===== config.mk =====
export PLATFORM = sky130hd
export DESIGN_NAME = m_bitserial_logic
export DESIGN_NICKNAME = d
export VERILOG_FILES = /design/src/rtl/m_bitserial_logic_pkg.sv /design/src/rtl/m_bitserial_logic_nand_slice.sv /design/src/rtl/m_bitserial_logic.sv
export SDC_FILE = /design/constraint.sdc
export NUM_CORES = 1
export LEC_CHECK = 0
export CAP_MARGIN = 15
export CORE_ASPECT_RATIO = 0.9
export CORE_MARGIN = 2
export CORE_UTILIZATION = 49
export DETAILED_ROUTE_END_ITERATION = 8
export PLACE_DENSITY = 0.78
export SETUP_SLACK_MARGIN = 0.4
export SLEW_MARGIN = 30
export SYNTH_ARGS = -nofsm -noshare
export SYNTH_HDL_FRONTEND = slang
export SYNTH_SLANG_ARGS = --single-unit

===== constraint.sdc =====
create_clock -name clk -period 2.4 [get_ports clk]
set_clock_uncertainty 0.1 [all_clocks]
set_input_delay 0.24 -clock clk [delete_from_list [all_inputs] [get_ports clk]]
set_output_delay 0.24 -clock clk [all_outputs]
set_load 0.005 [all_outputs]

===== src/rtl/m_bitserial_logic_pkg.sv =====
// m_bitserial_logic_pkg: opcodes, FSM states and opcode width shared by the bit-serial logic unit
package m_bitserial_logic_pkg;
    localparam int OP_W = 3;
    localparam logic [OP_W-1:0] OP_NOT_A  = 3'd0;
    localparam logic [OP_W-1:0] OP_AND    = 3'd1;
    localparam logic [OP_W-1:0] OP_NAND   = 3'd2;
    localparam logic [OP_W-1:0] OP_OR     = 3'd3;
    localparam logic [OP_W-1:0] OP_NOR    = 3'd4;
    localparam logic [OP_W-1:0] OP_XOR    = 3'd5;
    localparam logic [OP_W-1:0] OP_XNOR   = 3'd6;
    localparam logic [OP_W-1:0] OP_PASS_A = 3'd7;
    typedef enum logic [1:0] {ST_IDLE, ST_RUN, ST_DONE} state_t;
endpackage


===== src/rtl/m_bitserial_logic_nand_slice.sv =====
// m_nand_slice: SLICE-wide opcode-selected logic cell built only from two-input nand gates
module m_nand_slice
    import m_bitserial_logic_pkg::*;
#(
    parameter int SLICE = 1
) (
    input  logic [SLICE-1:0] i_a,
    input  logic [SLICE-1:0] i_b,
    input  logic [OP_W-1:0]  i_op,
    output logic [SLICE-1:0] o_y
);
    logic [OP_W-1:0] w_ns;
    for (genvar s = 0; s < OP_W; s++) begin : g_ns
        nand u_inv (w_ns[s], i_op[s], i_op[s]);
    end
    for (genvar i = 0; i < SLICE; i++) begin : g_bit
        logic [7:0] w_f;
        logic [3:0] w_m1;
        logic [1:0] w_m2;
        logic       w_nb, w_t2, w_t3, w_p3, w_q3;
        nand u_na   (w_f[0], i_a[i], i_a[i]);
        nand u_nand (w_f[2], i_a[i], i_b[i]);
        nand u_and  (w_f[1], w_f[2], w_f[2]);
        nand u_nb   (w_nb, i_b[i], i_b[i]);
        nand u_or   (w_f[3], w_f[0], w_nb);
        nand u_nor  (w_f[4], w_f[3], w_f[3]);
        nand u_t2   (w_t2, i_a[i], w_f[2]);
        nand u_t3   (w_t3, i_b[i], w_f[2]);
        nand u_xor  (w_f[5], w_t2, w_t3);
        nand u_xnor (w_f[6], w_f[5], w_f[5]);
        nand u_pass (w_f[7], w_f[0], w_f[0]);
        // 8:1 select as a tree of nand 2:1 muxes: y = nand(nand(x0,~s), nand(x1,s))
        for (genvar k = 0; k < 4; k++) begin : g_m1
            logic w_p, w_q;
            nand u_p (w_p, w_f[2*k], w_ns[0]);
            nand u_q (w_q, w_f[2*k+1], i_op[0]);
            nand u_m (w_m1[k], w_p, w_q);
        end
        for (genvar k = 0; k < 2; k++) begin : g_m2
            logic w_p, w_q;
            nand u_p (w_p, w_m1[2*k], w_ns[1]);
            nand u_q (w_q, w_m1[2*k+1], i_op[1]);
            nand u_m (w_m2[k], w_p, w_q);
        end
        nand u_p3 (w_p3, w_m2[0], w_ns[2]);
        nand u_q3 (w_q3, w_m2[1], i_op[2]);
        nand u_m3 (o_y[i], w_p3, w_q3);
    end
endmodule


===== src/rtl/m_bitserial_logic.sv =====
// m_bitserial_logic: valid/ready bitwise logic unit evaluating SLICE bits per clock, LSB slice first
module m_bitserial_logic
    import m_bitserial_logic_pkg::*;
#(
    parameter int WIDTH = 8,
    parameter int SLICE = 1
) (
    input  logic             clk,
    input  logic             rst_n,
    input  logic             i_in_valid,
    output logic             o_in_ready,
    input  logic [WIDTH-1:0] i_in_a,
    input  logic [WIDTH-1:0] i_in_b,
    input  logic [OP_W-1:0]  i_in_op,
    output logic             o_out_valid,
    input  logic             i_out_ready,
    output logic [WIDTH-1:0] o_out_y,
    output logic             o_out_zero,
    output logic             o_busy
);
    localparam int STEPS = WIDTH / SLICE;
    localparam int CW = (STEPS > 1) ? $clog2(STEPS) : 1;
    if (WIDTH < 1 || SLICE < 1 || (WIDTH % SLICE) != 0) begin : g_bad_params
        $error("m_bitserial_logic: SLICE must be >= 1 and divide WIDTH");
    end
    state_t           r_state, w_next;
    logic [CW-1:0]    r_cnt;
    logic [WIDTH-1:0] r_a, r_b, r_y, w_y_full;
    logic [OP_W-1:0]  r_op;
    logic             r_zero, w_last, w_accept;
    logic [SLICE-1:0] w_y_sl;
    assign w_last   = r_cnt == CW'(STEPS - 1);
    assign w_accept = r_state == ST_IDLE && i_in_valid;
    m_nand_slice #(.SLICE(SLICE)) u_cell (
        .i_a  (r_a[SLICE-1:0]),
        .i_b  (r_b[SLICE-1:0]),
        .i_op (r_op),
        .o_y  (w_y_sl)
    );
    // operands shift down and results shift in from the top, so slice 0 lands at the LSB
    if (STEPS == 1) begin : g_one
        assign w_y_full = w_y_sl;
    end else begin : g_many
        assign w_y_full = {w_y_sl, r_y[WIDTH-1:SLICE]};
    end
    always_comb begin
        w_next = w_accept ? ST_RUN :
                 (r_state == ST_RUN && w_last) ? ST_DONE :
                 (r_state == ST_DONE && i_out_ready) ? ST_IDLE : r_state;
    end
    always_ff @(posedge clk or negedge rst_n) begin
        if (!rst_n) r_state <= ST_IDLE;
        else        r_state <= w_next;
    end
    always_ff @(posedge clk or negedge rst_n) begin
        if (!rst_n) begin
            r_cnt  <= '0;
            r_a    <= '0;
            r_b    <= '0;
            r_op   <= '0;
            r_y    <= '0;
            r_zero <= 1'b0;
        end else if (w_accept) begin
            r_cnt <= '0;
            r_a   <= i_in_a;
            r_b   <= i_in_b;
            r_op  <= i_in_op;
        end else if (r_state == ST_RUN) begin
            r_a   <= r_a >> SLICE;
            r_b   <= r_b >> SLICE;
            r_y   <= w_y_full;
            r_cnt <= w_last ? '0 : r_cnt + 1'b1;
            if (w_last) r_zero <= ~|w_y_full;
        end
    end
    assign o_in_ready  = r_state == ST_IDLE;
    assign o_out_valid = r_state == ST_DONE;
    assign o_busy      = r_state != ST_IDLE;
    assign o_out_y     = r_y;
    assign o_out_zero  = r_zero;
endmodule


Yosys cells after proc, flatten, opt, wreduce, memory -nomap -nowiden:

Cells that the tools add are included.

* add/subtract/negate cells: 1
* equality and inequality tests: 3
* mux-type cells: 10
* bitwise gates (word level): 58
* reduce and logical (&&, ||, !) cells: 11

Operators with widths (count)
* $mux 8: 4
* $not 1->1: 32
* $and 1x1->1: 26
* $mux 3: 3
* $reduce_or 8->1: 1
* $mux 2: 3
* $reduce_bool 2->1: 2
* $add 3x1->3 const B: 1
* $eq 3x3->1 const B: 1
* $logic_and 1x1->1: 3
* $reduce_and 3->1: 1
* $reduce_bool 3->1: 1
* $eq 2x1->1 const B: 1
* $eq 2x2->1 const B: 1
* $logic_not 2->1: 1
* $reduce_and 2->1: 1
* $logic_not 1->1: 1

* register bits after elaboration: 33
* output and inout port bits: 12

Logic depth before layout (Yosys ltp):

* word-level depth: 20
* mapped depth: 6
* gate-level depth less buffers: 6

By module:

A second synthesis with hierarchy kept.

* cells, all modules: 177
* area total of the unflattened synthesis: 1607.8 um2

By module, submodules not included
* m_bitserial_logic: instances 1, cells each 165, area each 1476.4 um2, seq. area each 825.8 um2
* m_nand_slice: instances 1, cells each 12, area each 131.4 um2, seq. area each 0.0 um2

Worst setup path after synthesis:

OpenSTA, ideal clock, no wires.

* path kind: reg2reg
* start point: register r_a[0]
* end point: register r_zero, in the netlist o_out_zero
* setup time: 0.128 ns
* arrival time: 1.431 ns
* data required time: 2.172 ns
* path slack: 0.741 ns
* cell stages (with the launch flop): 6
* clock period less this slack: 1.659 ns
* cell sequence: dfrtp_1 > inv_1 > ha_1 > mux4_2 > o211ai_2 > o21ai_0

* word-level cells in the longest chain between the ends: 20
* elaborated cells on any way between the ends: 55
* those cells by class: 53 x bitwise; 2 x reduce/logical

Ends and longest elaborated chain
* start, declared: line m_bitserial_logic.sv:28 `logic [WIDTH-1:0] r_a, r_b, r_y, w_y_full;`
* start signal, assigned: line m_bitserial_logic.sv:65 `r_a <= i_in_a;`
* start signal, assigned: line m_bitserial_logic.sv:69 `r_a <= r_a >> SLICE;`
* $and 1x1->1: line m_bitserial_logic_nand_slice.sv:22 `nand u_nand (w_f[2], i_a[i], i_b[i]);`
* $not 1->1: line m_bitserial_logic_nand_slice.sv:22
* $and 1x1->1, on equally long branches: line m_bitserial_logic_nand_slice.sv:27, m_bitserial_logic_nand_slice.sv:28
* $not 1->1, on equally long branches: line m_bitserial_logic_nand_slice.sv:27, m_bitserial_logic_nand_slice.sv:28
* $and 1x1->1: line m_bitserial_logic_nand_slice.sv:29 `nand u_xor (w_f[5], w_t2, w_t3);`
* $not 1->1: line m_bitserial_logic_nand_slice.sv:29
* $and 1x1->1: line m_bitserial_logic_nand_slice.sv:36 `nand u_q (w_q, w_f[2*k+1], i_op[0]);`
* $not 1->1: line m_bitserial_logic_nand_slice.sv:36
* [4 not listed]
* $and 1x1->1: line m_bitserial_logic_nand_slice.sv:43 `nand u_m (w_m2[k], w_p, w_q);`
* $not 1->1: line m_bitserial_logic_nand_slice.sv:43
* $and 1x1->1: line m_bitserial_logic_nand_slice.sv:46 `nand u_q3 (w_q3, w_m2[1], i_op[2]);`
* $not 1->1: line m_bitserial_logic_nand_slice.sv:46
* $and 1x1->1 *: line m_bitserial_logic_nand_slice.sv:47 `nand u_m3 (o_y[i], w_p3, w_q3);`
* $not 1->1 *: line m_bitserial_logic_nand_slice.sv:47
* $reduce_or 8->1 *: line m_bitserial_logic.sv:73 `if (w_last) r_zero <= ~|w_y_full;`
* $logic_not 1->1 *: line m_bitserial_logic.sv:73
* end signal, assigned: line m_bitserial_logic.sv:73
* end, declared: line m_bitserial_logic.sv:30 `logic r_zero, w_last, w_accept;`

Mark *: on every way between the ends. The rest lies on a longest branch, timed or not.
A chain may end at the register's enable or synchronous reset.

Worst setup path after layout:

* start point: register r_state[0]
* end point: output port o_in_ready

* word-level cells in the longest chain between the ends: 1

Ends and longest elaborated chain
* start, declared: line m_bitserial_logic.sv:26 `state_t r_state, w_next;`
* start signal, assigned: line m_bitserial_logic.sv:53 `else r_state <= w_next;`
* $logic_not 2->1: line m_bitserial_logic.sv:76 `assign o_in_ready = r_state == ST_IDLE;`
* end, declared: line m_bitserial_logic.sv:11 `output logic o_in_ready,`

No other way between the ends.

==> impl_metrics.ini <==
[layout]
area_growth_pct = 24.9
post_route_cells_drive_above_1_share_pct = 9.28
leading_cell_type_in_the_layout_fill_and_taps_excluded = sky130_fd_sc_hd__nand2_1
layout_common_cells = 62 x sky130_fd_sc_hd__nand2_1, 34 x sky130_fd_sc_hd__clkdlybuf4s50_1, 32 x sky130_fd_sc_hd__dfrtp_1
antenna_cells = 0
num-nets-final = 222

[sta]
timing.final.hold_violations = 0
setup_viol_count_final = 0
drv_slew = 0
slew_worst_pin_ps = 406
max_freq_ghz = 0.542
final.setup.tns_ps = 0
finalCritPeriodShare_pct = 76.9
rsz_0062_raised_after_global_routing = false
normalized_max_slew_margin_pct = 72.8
finalWorstPathRequiredPeriod_ps = 1850

[yosys]
yosysUniqueCellTypes = 25
synth_cells = 156
syn_avg_cell_area_um2 = 10.0
synth-seq-cells = 33
mapped_area_mm2 = 0.00157
yosys_warnings = 0
synth-seq-area-share_pct = 52.7
syn_nets = 185

[worst_setup_path]
worst-endpoint-required_ps = 2060
setup.worst_path.start_class = flop
critPathArrivalTime_ps = 1510
critical-path-max-stage-delay_ps = 530
crit_type = reg2out
timing.critical_path.cells = nor2_1 -> clkdlybuf4s50_1
cp-end-kind = output pin
path_delay_family = buffers and inverters
critical_path.slowest_cell = sky130_fd_sc_hd__clkdlybuf4s50_1
crit_buf_inv = 1
worst-path-max-fanout = 7

[routing]
drc = 0
wl_mm = 2.98
drt-wirelength-per-cell_um = 12.6
routed_via_density = 5.10
drtPass1Iterations = 4
number_of_drc_markers_in_iteration_0 = 37
num_vias = 1204
detail-route-antenna-nets = 0

[floorplan]
design.die.area_mm2 = 0.00367
num_rows = 19
top_level_ports = 35
fp.coreArea_mm2 = 0.00304
start_util_pct = 51.5
die-width_um = 63.6
floorplan.die.height_um = 57.7

[global_routing]
grt_pass1_wl_mm = 5.15
gr-usage-all-layers_pct = 18.2
grt_overflow = 0
grt_antenna_before_repair = 0
largest_net_degree_at_the_start_of_global_routing = 34
grt_pass1_vias = 1173

[power_and_ir_drop]
design_power_total_mw = 1.94
p_leak_nw = 0.948
power.density_mw_per_mm2 = 991
max-vdd-ir-drop_uv = 600

[place]
gpl.final_weighted_congestion = 0.786
io_buffers = 34
dp.final_hpwl_mm = 2.17

[clock_tree]
cts_inserted_buffers = 5
tritoncts = done
cts_hold_repair.buffers = 0
clock_tree.buffer_depth = 2
insertion_delay_ps = 320
number_of_h_tree_levels = 2
clk_slew_on_worst_s_h_paths_ps = 90
clock_sinks = 33
clockRootBuffer = sky130_fd_sc_hd__clkbuf_4

[job]
cap_violations = 0

[hold_path]
holdCritPathClass = in2async

[status]
outcome = complete, no violations
## cells by family (layout without fill, tap and decap cells)
logic type      Yosys count  in the layout  synth area share, %
simple gates             72             72                 20.0
flops                    33             33                 52.7
compound gates           27             27                 11.7
buf+inv                  13             51                 6.22
fa+ha+maj                 6              6                 4.79
mux                       5              5                 4.55
## power by group
part           leakage, nW  switching (mW)  internal, mW
Sequential           0.426           0.188         0.752
Clock               0.0265           0.166         0.117
Combinational        0.495           0.344         0.374
## stage by stage
step                instances  instance area, µm²  utilization [%]  setup slack [ps]  hold slack [ps]
floorplan                 156                1570                -               741             -156
global placement          228                1910             62.7               648              357
detailed placement        228                1910             62.7               585              366
CTS                       236                1960             64.3               494              231
global route              236                1960             64.4               451              241
finish                    236                1960             64.4               553              232
## area by class of cell
| type | count | area (µm²) |
|---|---|---|
| Sequential cell | 33 | 827 |
| Clock buffer | 8 | 48.8 |
| Multi-Input combinational cell | 110 | 644 |
| Inverter | 6 | 22.5 |
| Timing Repair Buffer | 37 | 363 |
| Tap cell | 42 | 52.6 |
| Fill cell | 272 | 1080 |
## worst reg2reg max path, cell delays in order, from the launching register on
cell and delay [ps]:
sky130_fd_sc_hd__dfrtp_1 450, sky130_fd_sc_hd__inv_1 100, sky130_fd_sc_hd__ha_1 290, sky130_fd_sc_hd__mux4_2 480
sky130_fd_sc_hd__o211ai_2 180, sky130_fd_sc_hd__mux2_4 170
## what timing repair did
action / CTS / global route
resized for setup: 0 / 1
setup buffers: 0 / 0
endpoints found under the setup margin: 0 / 1
## path summary, 6_finish.rpt
kind	from	end	slack, ps	depth (start not counted)
setup / recovery	r_state[0]	o_in_ready	550	2
hold / removal	rst_n	r_b[7]	230	2
setup reg to reg	r_a[0]	o_out_y[7]	570	5
hold reg to reg	o_out_y[0]	o_out_y[0]	390	2
max in group asynchronous	rst_n	r_state[1]	1660	2
min in group clk	i_in_b[7]	r_b[7]	350	3
## synth_stat cells
library cell	n	share of area [%]
sky130_fd_sc_hd__o211ai_2	1	0.80
sky130_fd_sc_hd__buf_6	6	4.3
sky130_fd_sc_hd__buf_4	1	0.48
sky130_fd_sc_hd__mux2_2	3	2.2
sky130_fd_sc_hd__o31ai_1	1	0.48
sky130_fd_sc_hd__a22oi_1	14	6.7
sky130_fd_sc_hd__dfrtp_1	33	53
sky130_fd_sc_hd__o2111ai_1	1	0.56
sky130_fd_sc_hd__nor2_4	1	0.72
sky130_fd_sc_hd__nor3_1	1	0.32
sky130_fd_sc_hd__nor2b_4	1	0.88
sky130_fd_sc_hd__mux2_4	1	0.96
sky130_fd_sc_hd__o21ai_1	2	0.64
sky130_fd_sc_hd__nand2_1	62	15
sky130_fd_sc_hd__ha_1	6	4.8
sky130_fd_sc_hd__mux4_2	1	1.4
sky130_fd_sc_hd__nor3b_4	1	1.2
sky130_fd_sc_hd__a21oi_1	2	0.64
sky130_fd_sc_hd__nand4_1	1	0.40
sky130_fd_sc_hd__nand3_1	1	0.32
sky130_fd_sc_hd__nor2_1	2	0.48
sky130_fd_sc_hd__inv_1	6	1.4
sky130_fd_sc_hd__nor4_1	1	0.40
sky130_fd_sc_hd__o21ai_0	6	1.9
sky130_fd_sc_hd__nand3b_1	1	0.48
## layer usage
metal	track usage, %	wire, µm	up-vias
li1	-	-	598
met1	23.5	1380	582
met2	29.2	1450	20
met3	5.44	114	4
met4	7.45	36	0
met5	0	0	-
## sequential cells by signal (all words and copies together) (netlist names)
signal and cells:
o_out_y 8, o_out_zero 1, r_a 8, r_b 8
r_cnt 3, r_op 3, r_state 2
(Power assumes the default switching activity.)
